[src/rtl/router_read_scheduler.sv]
// Drains the 1x3 router's destination FIFOs one whole packet at a time, round-robin, onto one tagged stream.
// Latency: read_enb to m_valid 1 cycle; one bubble after the header, then one byte per cycle.
// Backpressure: sink_ready low blocks new grants and reads only; a byte already read is still presented.
module router_read_scheduler #(
    parameter int DATA_WIDTH  = 8,
    parameter int STALL_LIMIT = 30,
    parameter int CNT_WIDTH   = 7
) (
    input  logic                  clk,
    input  logic                  reset,
    input  logic                  vld_out_0,
    input  logic                  vld_out_1,
    input  logic                  vld_out_2,
    input  logic [DATA_WIDTH-1:0] data_out_0,
    input  logic [DATA_WIDTH-1:0] data_out_1,
    input  logic [DATA_WIDTH-1:0] data_out_2,
    input  logic                  sink_ready,
    output logic                  read_enb_0,
    output logic                  read_enb_1,
    output logic                  read_enb_2,
    output logic [DATA_WIDTH-1:0] m_data,
    output logic                  m_valid,
    output logic                  m_sop,
    output logic                  m_eop,
    output logic [1:0]            m_port,
    output logic                  abort,
    output logic                  busy_rd
);
    localparam int SW = $clog2(STALL_LIMIT + 1);

    typedef enum logic [1:0] {IDLE = 2'd0, HDR = 2'd1, BODY = 2'd2} state_t;

    state_t               state;
    logic [1:0]           rr_last;
    logic [CNT_WIDTH-1:0] rem;
    logic                 pend;
    logic [SW-1:0]        stall_cnt;

    logic [2:0]            vld_vec;
    logic                  vld_g;
    logic [DATA_WIDTH-1:0] data_g;
    logic [1:0]            p1, p2, grant_port;
    logic                  idle_grant, issue, stall, stall_hit, rd_vld;
    logic [1:0]            rd_port;

    assign vld_vec = {vld_out_2, vld_out_1, vld_out_0};

    // m_port holds the granted port for the whole packet, so it also selects the data path
    always_comb begin
        vld_g  = 1'b0;
        data_g = '0;
        case (m_port)
            2'd0:    begin vld_g = vld_out_0; data_g = data_out_0; end
            2'd1:    begin vld_g = vld_out_1; data_g = data_out_1; end
            2'd2:    begin vld_g = vld_out_2; data_g = data_out_2; end
            default: begin vld_g = 1'b0;      data_g = '0;         end
        endcase
    end

    function automatic logic [1:0] next_port(input logic [1:0] p);
        return (p == 2'd2) ? 2'd0 : p + 2'd1;
    endfunction

    // Priority rr_last+1, rr_last+2, rr_last: later assignments win
    always_comb begin
        p1         = next_port(rr_last);
        p2         = next_port(p1);
        grant_port = rr_last;
        if (vld_vec[p2]) grant_port = p2;
        if (vld_vec[p1]) grant_port = p1;
    end

    assign idle_grant = (state == IDLE) && sink_ready && (|vld_vec);
    assign issue      = (state == BODY) && (rem != '0) && vld_g && sink_ready;
    assign stall      = (state == BODY) && (rem != '0) && !vld_g && sink_ready;
    assign stall_hit  = stall && (stall_cnt == SW'(STALL_LIMIT - 1));

    // Strobes are gated by reset so a FIFO is never popped while the scheduler is held
    assign rd_vld     = !reset && (idle_grant || issue);
    assign rd_port    = (state == IDLE) ? grant_port : m_port;
    assign read_enb_0 = rd_vld && (rd_port == 2'd0);
    assign read_enb_1 = rd_vld && (rd_port == 2'd1);
    assign read_enb_2 = rd_vld && (rd_port == 2'd2);

    assign m_valid = (state == HDR) || ((state == BODY) && pend);
    assign m_sop   = (state == HDR);
    assign m_eop   = (state == BODY) && pend && (rem == '0);
    assign m_data  = m_valid ? data_g : '0;
    assign abort   = stall_hit;
    assign busy_rd = (state != IDLE);

    always_ff @(posedge clk or posedge reset) begin
        if (reset) begin
            state     <= IDLE;
            rr_last   <= 2'd2;
            rem       <= '0;
            pend      <= 1'b0;
            stall_cnt <= '0;
            m_port    <= 2'd0;
        end else begin
            case (state)
                IDLE: begin
                    pend      <= 1'b0;
                    stall_cnt <= '0;
                    if (idle_grant) begin
                        m_port  <= grant_port;
                        rr_last <= grant_port;
                        state   <= HDR;
                    end
                end
                HDR: begin
                    // Header carries payload length in its upper bits; +1 covers the parity byte
                    rem   <= CNT_WIDTH'(data_g[DATA_WIDTH-1:2]) + CNT_WIDTH'(1);
                    pend  <= 1'b0;
                    state <= BODY;
                end
                BODY: begin
                    pend <= issue;
                    if (issue) rem <= rem - CNT_WIDTH'(1);
                    if (stall && !stall_hit) stall_cnt <= stall_cnt + SW'(1);
                    else                     stall_cnt <= '0;
                    if ((pend && (rem == '0)) || stall_hit) state <= IDLE;
                end
                default: state <= IDLE;
            endcase
        end
    end
endmodule
[config.mk]
export PLATFORM = sky130hd
export DESIGN_NAME = router_read_scheduler
export DESIGN_NICKNAME = d
export VERILOG_FILES = /design/src/rtl/router_read_scheduler.sv
export SDC_FILE = /design/constraint.sdc
export NUM_CORES = 1
export LEC_CHECK = 0
export ABC_AREA = 1
export ABC_CLOCK_PERIOD_IN_PS = 2000
export BUFFER_PORTS_ARGS = -buffer_cell sky130_fd_sc_hd__buf_2
export CAP_MARGIN = 15
export CELL_PAD_IN_SITES_DETAIL_PLACEMENT = 0
export CELL_PAD_IN_SITES_GLOBAL_PLACEMENT = 1
export CORE_AREA = 2 2 71 73
export CTS_CLUSTER_SIZE = 10
export DETAILED_ROUTE_END_ITERATION = 8
export DIE_AREA = 0 0 73 75
export PLACE_DENSITY_LB_ADDON = 0.1
export SLEW_MARGIN = 20
export SYNTH_ARGS = -nofsm -noshare
export SYNTH_HDL_FRONTEND = slang
export SYNTH_SLANG_ARGS = --single-unit
[constraint.sdc]
create_clock -name clk -period 2 [get_ports clk]
set_clock_uncertainty 0.2 [all_clocks]
set_input_delay 0.1 -clock clk [delete_from_list [all_inputs] [get_ports clk]]
set_output_delay 0.1 -clock clk [all_outputs]
set_load 0.05 [all_outputs]
* Word-level counts from Yosys, hierarchy flattened
Cells that the tools add are included.
** Word-level totals
- Flip-flop bits (word level) :: 19
- Input bits :: 30
- Logic and storage cells :: 81
** Operators by class
- Add/sub/neg operators :: 5
- Magnitude comparators :: 2
- Eq/ne operators :: 12
- Muxes and demuxes :: 20
- Reduce and logical (&&, ||, !) cells :: 36
** Operators by type and width (count)
- 8-bit case mux with 3 select lines :: 1
- 1-bit logical AND :: 16
- 2-bit two-way mux :: 7
- 7-bit case mux with 2 select lines :: 1
- 2-bit == test, second input constant :: 5
- 5-bit case mux with 2 select lines :: 1
- 8-bit two-way mux :: 1
- 2-bit nonzero test :: 4
- 6-bit by 1-bit adder with 7-bit output, second input constant :: 1
- 7-bit logical NOT :: 1
- 7-bit two-way mux :: 1
- 7-bit nonzero test :: 1
- 7-bit by 1-bit subtractor with 7-bit output, second input constant :: 1
- 2-bit by 1-bit == test with 1-bit output, second input constant :: 3
- 2-bit logical NOT :: 3
- 2-bit by 3-bit less-than comparator with 1-bit output, second input constant :: 2
- 2-bit case mux with 3 select lines :: 1
- 2-bit AND reduction :: 3
- 5-bit by 1-bit adder with 5-bit output, second input constant :: 1
- 5-bit == test, second input constant :: 1
- 5-bit two-way mux :: 1
- 2-bit by 1-bit adder with 2-bit output, second input constant :: 2
- 1-bit binary-select mux with 2-bit select :: 2
- 2-bit inequality test, second input constant :: 2
- other kinds (8) :: 13

* Longest topological paths before layout
- Word-level depth :: 11
- Mapped depth :: 13

* Worst setup path after synthesis
No wires, ideal clock.
- Kind :: reg-to-output
- Start :: reg state[0]
- End :: out m_data[2]
- Data arrival time :: 3063 ps
- Path slack :: -1363 ps
- Stages on the path, launching flop included :: 6
- Buffers on the path :: 0
- Path through :: dfrtp_1 > inv_2 > nor2_1 > inv_1 > o21ai_2 > a21boi_0
** RTL lines
- start: declaration :: line 33 : state_t state;
- start signal: assignment :: line 94 : state <= IDLE;
- start signal: assignment :: line 108 : state <= HDR;
- start signal: assignment :: line 115 : state <= BODY;
- 2-bit by 1-bit == test with 1-bit output
- named net m_sop :: line 23 : output logic m_sop,
- 1-bit logical OR :: line 85 : assign m_valid = (state == HDR) || ((state == BODY) && pend);
- named net m_valid :: line 22 : output logic m_valid,
- 8-bit two-way mux :: line 88 : assign m_data = m_valid ? data_g : '0;
- end: declaration :: line 21 : output logic [DATA_WIDTH-1:0] m_data,
The timed path passes the listed nets, and every way through them passes these cells.

* Worst setup path in the final report
- Start :: reg rr_last[1]
- End :: out read_enb_0
** On the way
- Longest elaborated chain between the ends :: 11
** Ends and longest elaborated chain
- start: declaration :: line 34 : logic [1:0] rr_last;
- start signal: assignment :: line 107 : rr_last <= grant_port;
- 2-bit by 1-bit adder with 2-bit output or 2-bit == test (tied branches) :: line 61 : return (p == 2'd2) ? 2'd0 : p + 2'd1;
- 2-bit two-way mux :: line 61
- 2-bit by 1-bit adder with 2-bit output or 2-bit == test (tied branches) :: line 61
- 2-bit two-way mux :: line 61
- 1-bit binary-select mux with 2-bit select :: line 69 : if (vld_vec[p2]) grant_port = p2;
- 1-bit two-way mux (not written as such) :: line 69
- 2-bit two-way mux :: line 69
- 2-bit two-way mux (*) :: line 70 : if (vld_vec[p1]) grant_port = p1;
- 2-bit two-way mux (*) :: line 80 : assign rd_port = (state == IDLE) ? grant_port : m_port;
- 2-bit logical NOT (*) :: line 81 : assign read_enb_0 = rd_vld && (rd_port == 2'd0);
- 1-bit logical AND (*) :: line 81
- end: declaration :: line 18 : output logic read_enb_0,
Mark *: on every way between the ends. The rest lies on a longest branch, timed or not. The select of a mux whose other input is x is not followed.

==> results.md <==
- Outcome: finished with violations
- Failing checks: setup timing
- MaxCap Viol Count: 0
- Nets@finish: 358
- Vias/cell: 4.694
- Pin count of the biggest net entering global routing: 13
- Initial core utilization: 0.3471
- CTS Sinks: 18
- Asr flop ratio synth: 1.000
- DR vias: 1765
- Die area: 5475 µm²
- Residual DRC: 0
- Post-DP HPWL: 3.430 mm
- Hold endpoint: state[0]$_DFFE_PP0P_
- CP max-delay cell: dfstp_2
- Most common cell after layout, fill and taps aside: nand2_1
- Slew Viols, Final: 0
- CTS tree: yes
- Hold Violations, Final: 0
- Final setup fails: 7
- Register area share after synthesis: 0.2792
- Final wirelength: 4.624 mm
- Hold path start: sink_ready
- Count of cell types in the netlist: 35
- Area of the multi-input gates: 1191 µm²
- ANT cells: 0
- CTS Buf Count: 3
- Height of the die: 75 µm
- DP Area: around 2100 µm²
- Placement Setup Slack: -6.265 ps
- Final core utilization: 0.5369
- Min cycle time layout: 2134 ps
- Vias in the first global route: 1700
- Commonest cells after routing, fill and taps aside: nand2_1 (62), inv_1 (36), buf_2 (36), buf_4 (24), nand3_1 (21)
- Drt first pass iters: 4
- CP arrival: 1830 ps
- Syn_area_per_cell: 6.658 µm²
- Reg clk slew, reported paths: 80 ps
- Drt wl/cell: approximately 12 µm
- Post-Syn Area: 1618 µm²
- R2r endpoint: rem[4]$_DFFE_PP0P_
- Reg2reg setup slack: -10 ps
- Tcrit/Tclk final: 1.067
- Leakage power: 1.271 nW
- Hold depth: 3
- Worst reg2reg startpoint: m_port[1]$_DFFE_PP0P_
- Die W: 73 µm
- Area delta synth->final: 54.68%
- Fin area: roughly 2500 µm²
- Clock Tree Buf Depth: 2
- Setup slack after layout: -133.6 ps
- GPL Wtd Cong: 0.8406
- Fillers: 457
- Worst hold margin: 74.16 ps
- First-pass GRT wire length: 7.583 mm
- CP startpoint kind: flop
- Hold Crit Class: in -> reg
- Seq. cell area: 455.4 µm²
- Unrepaired setup endpoints after global routing: yes
- Root Driver: clkbuf_8
- Top-Level Pins: 48
- Post-synth EDFFs: 0
- Worst path required time: 1700 ps
- PwrDens: 1052 nW/µm²
- Total grt overflow: 0
- Initial antenna violation count: 0
- Share of cells above drive strength 1: 0.4379
- Core Footprint: 4661 µm²
- Worst-Margin Slew: 399.9 ps
- Setup TNS: -404.5 ps
- YS warnings: 0
- Clock H-tree levels: 1
- Rows: 25
- FF+latch count, synth: 18
- Slew headroom: 0.7331
- Peak VDD IR: 0.4145 mV
- Critical path's largest stage delay: ~540 ps
- Worst path cell trace: buf_4 > nand2_1 > nand3_2 > o21ai_0 > nand2_1 > nand3_2 > buf_4 > a21oi_4 > buf_6
- Total global-route track usage: 0.1770
- R2R cell count: 11
- Port bufs: 47
- Setup crit end kind: output port
- Clk Latency, worst-skew pair: 260 ps
- Worst-path maximum fanout: 3
- Top_reg_cell synth: dfrtp_1
- Syn Inst Count: 243
- Synth Net Count: 278
- Critical Setup Path Class: reg -> out
- Post-route ant nets: 0
- Highest clock rate: ~470 MHz
- DRT iter0 DRCs: 47
cells by family after synthesis:
family / share of synthesized area
and+or+nand+nor: 0.4107
buffers and inverters: 0.1245
AOI/OAI and AO/OA: 0.1145
adders and majority gates: 0.03867
xor gates and xnor gates: 0.03248
DFF: 0.2792
what timing repair did:
item	4_1_cts	5_1_grt
endpoints found under the setup margin	12	18
hold buffers	1	0
gates resized for setup	19	49
pin swaps	8	17
setup buffers	5	6
cloned	1	0
endpoints found under the hold margin	9	0
flip-flops by register name (all words and copies together), names as in the netlist:
register	flops
rem	7
stall_cnt	5
pend	1
rr_last	1
m_port	2
state	2
through the flow:
stage / cells / total power (W)
after floorplan: 243 / 0.001639
after global placement: 359 / 0.002027
after detailed placement: 359 / 0.002026
after CTS: 370 / 0.002438
after global routing: 376 / 0.002861
final: 376 / 0.002631
cell type report:
| class | count | area share |
|---|---|---|
| repair buffers | 78 | 0.2265 |
| multi-input cells | 180 | 0.4760 |
| inverters | 42 | 0.06650 |
| clock buffers | 4 | 0.02200 |
| flip-flops and latches | 18 | 0.1820 |
| well taps | 54 | 0.02700 |
per-layer routing:
metal	part of all wire	GRT usage
met1	0.49	0.2361
met2	0.44	0.2863
met3	0.048	0.02677
met4	0.021	0.07407
met5	0	0
critical path, delay by kind of cell (launching register included):
kind	cells	cell delay [ps]
buffers and inverters	3	460
and+or+nand+nor	4	370
DFF	1	540
AOI/OAI and AO/OA	2	200
Yosys cell counts (3+ instances only):
library cell / n / area (µm²)
a21oi_1: 7 / 35.03
inv_1: 38 / 142.6
nor2_1: 20 / 75.07
xor2_1: 5 / 43.79
nand3_1: 32 / 160.2
ha_1: 5 / 62.56
nand2_2: 3 / 18.77
nand2_1: 67 / 251.5
dfrtp_1: 17 / 425.4
nand3_2: 4 / 40.04
buf_6: 3 / 33.78
o21ai_0: 12 / 60.06
how the worst max path moves through the flow:
stage / startpoint / endpoint / slack, ps
5_1_grt: rr_last[1]$_DFFE_PP1P_ / read_enb_0 / -230
2_1_floorplan: m_port[1]$_DFFE_PP0P_ / read_enb_0 / -50
3_3_place_gp: m_port[0]$_DFFE_PP0P_ / rem[6]$_DFFE_PP0P_ / 20
4_1_cts: m_port[0]$_DFFE_PP0P_ / read_enb_2 / -130
6_report: rr_last[1]$_DFFE_PP1P_ / read_enb_0 / -130
3_5_place_dp: m_port[0]$_DFFE_PP0P_ / rem[6]$_DFFE_PP0P_ / -6
power by group:
part | internal, W | switching, W | total (W)
Clock | 0.000176 | 0.000146 | 0.000322
Combinational | 0.000695 | 0.00104 | 0.00174
Sequential | 0.000473 | 0.000100 | 0.000573
Total | 0.00134 | 0.00129 | 0.00263
(Power assumes the default switching activity.)
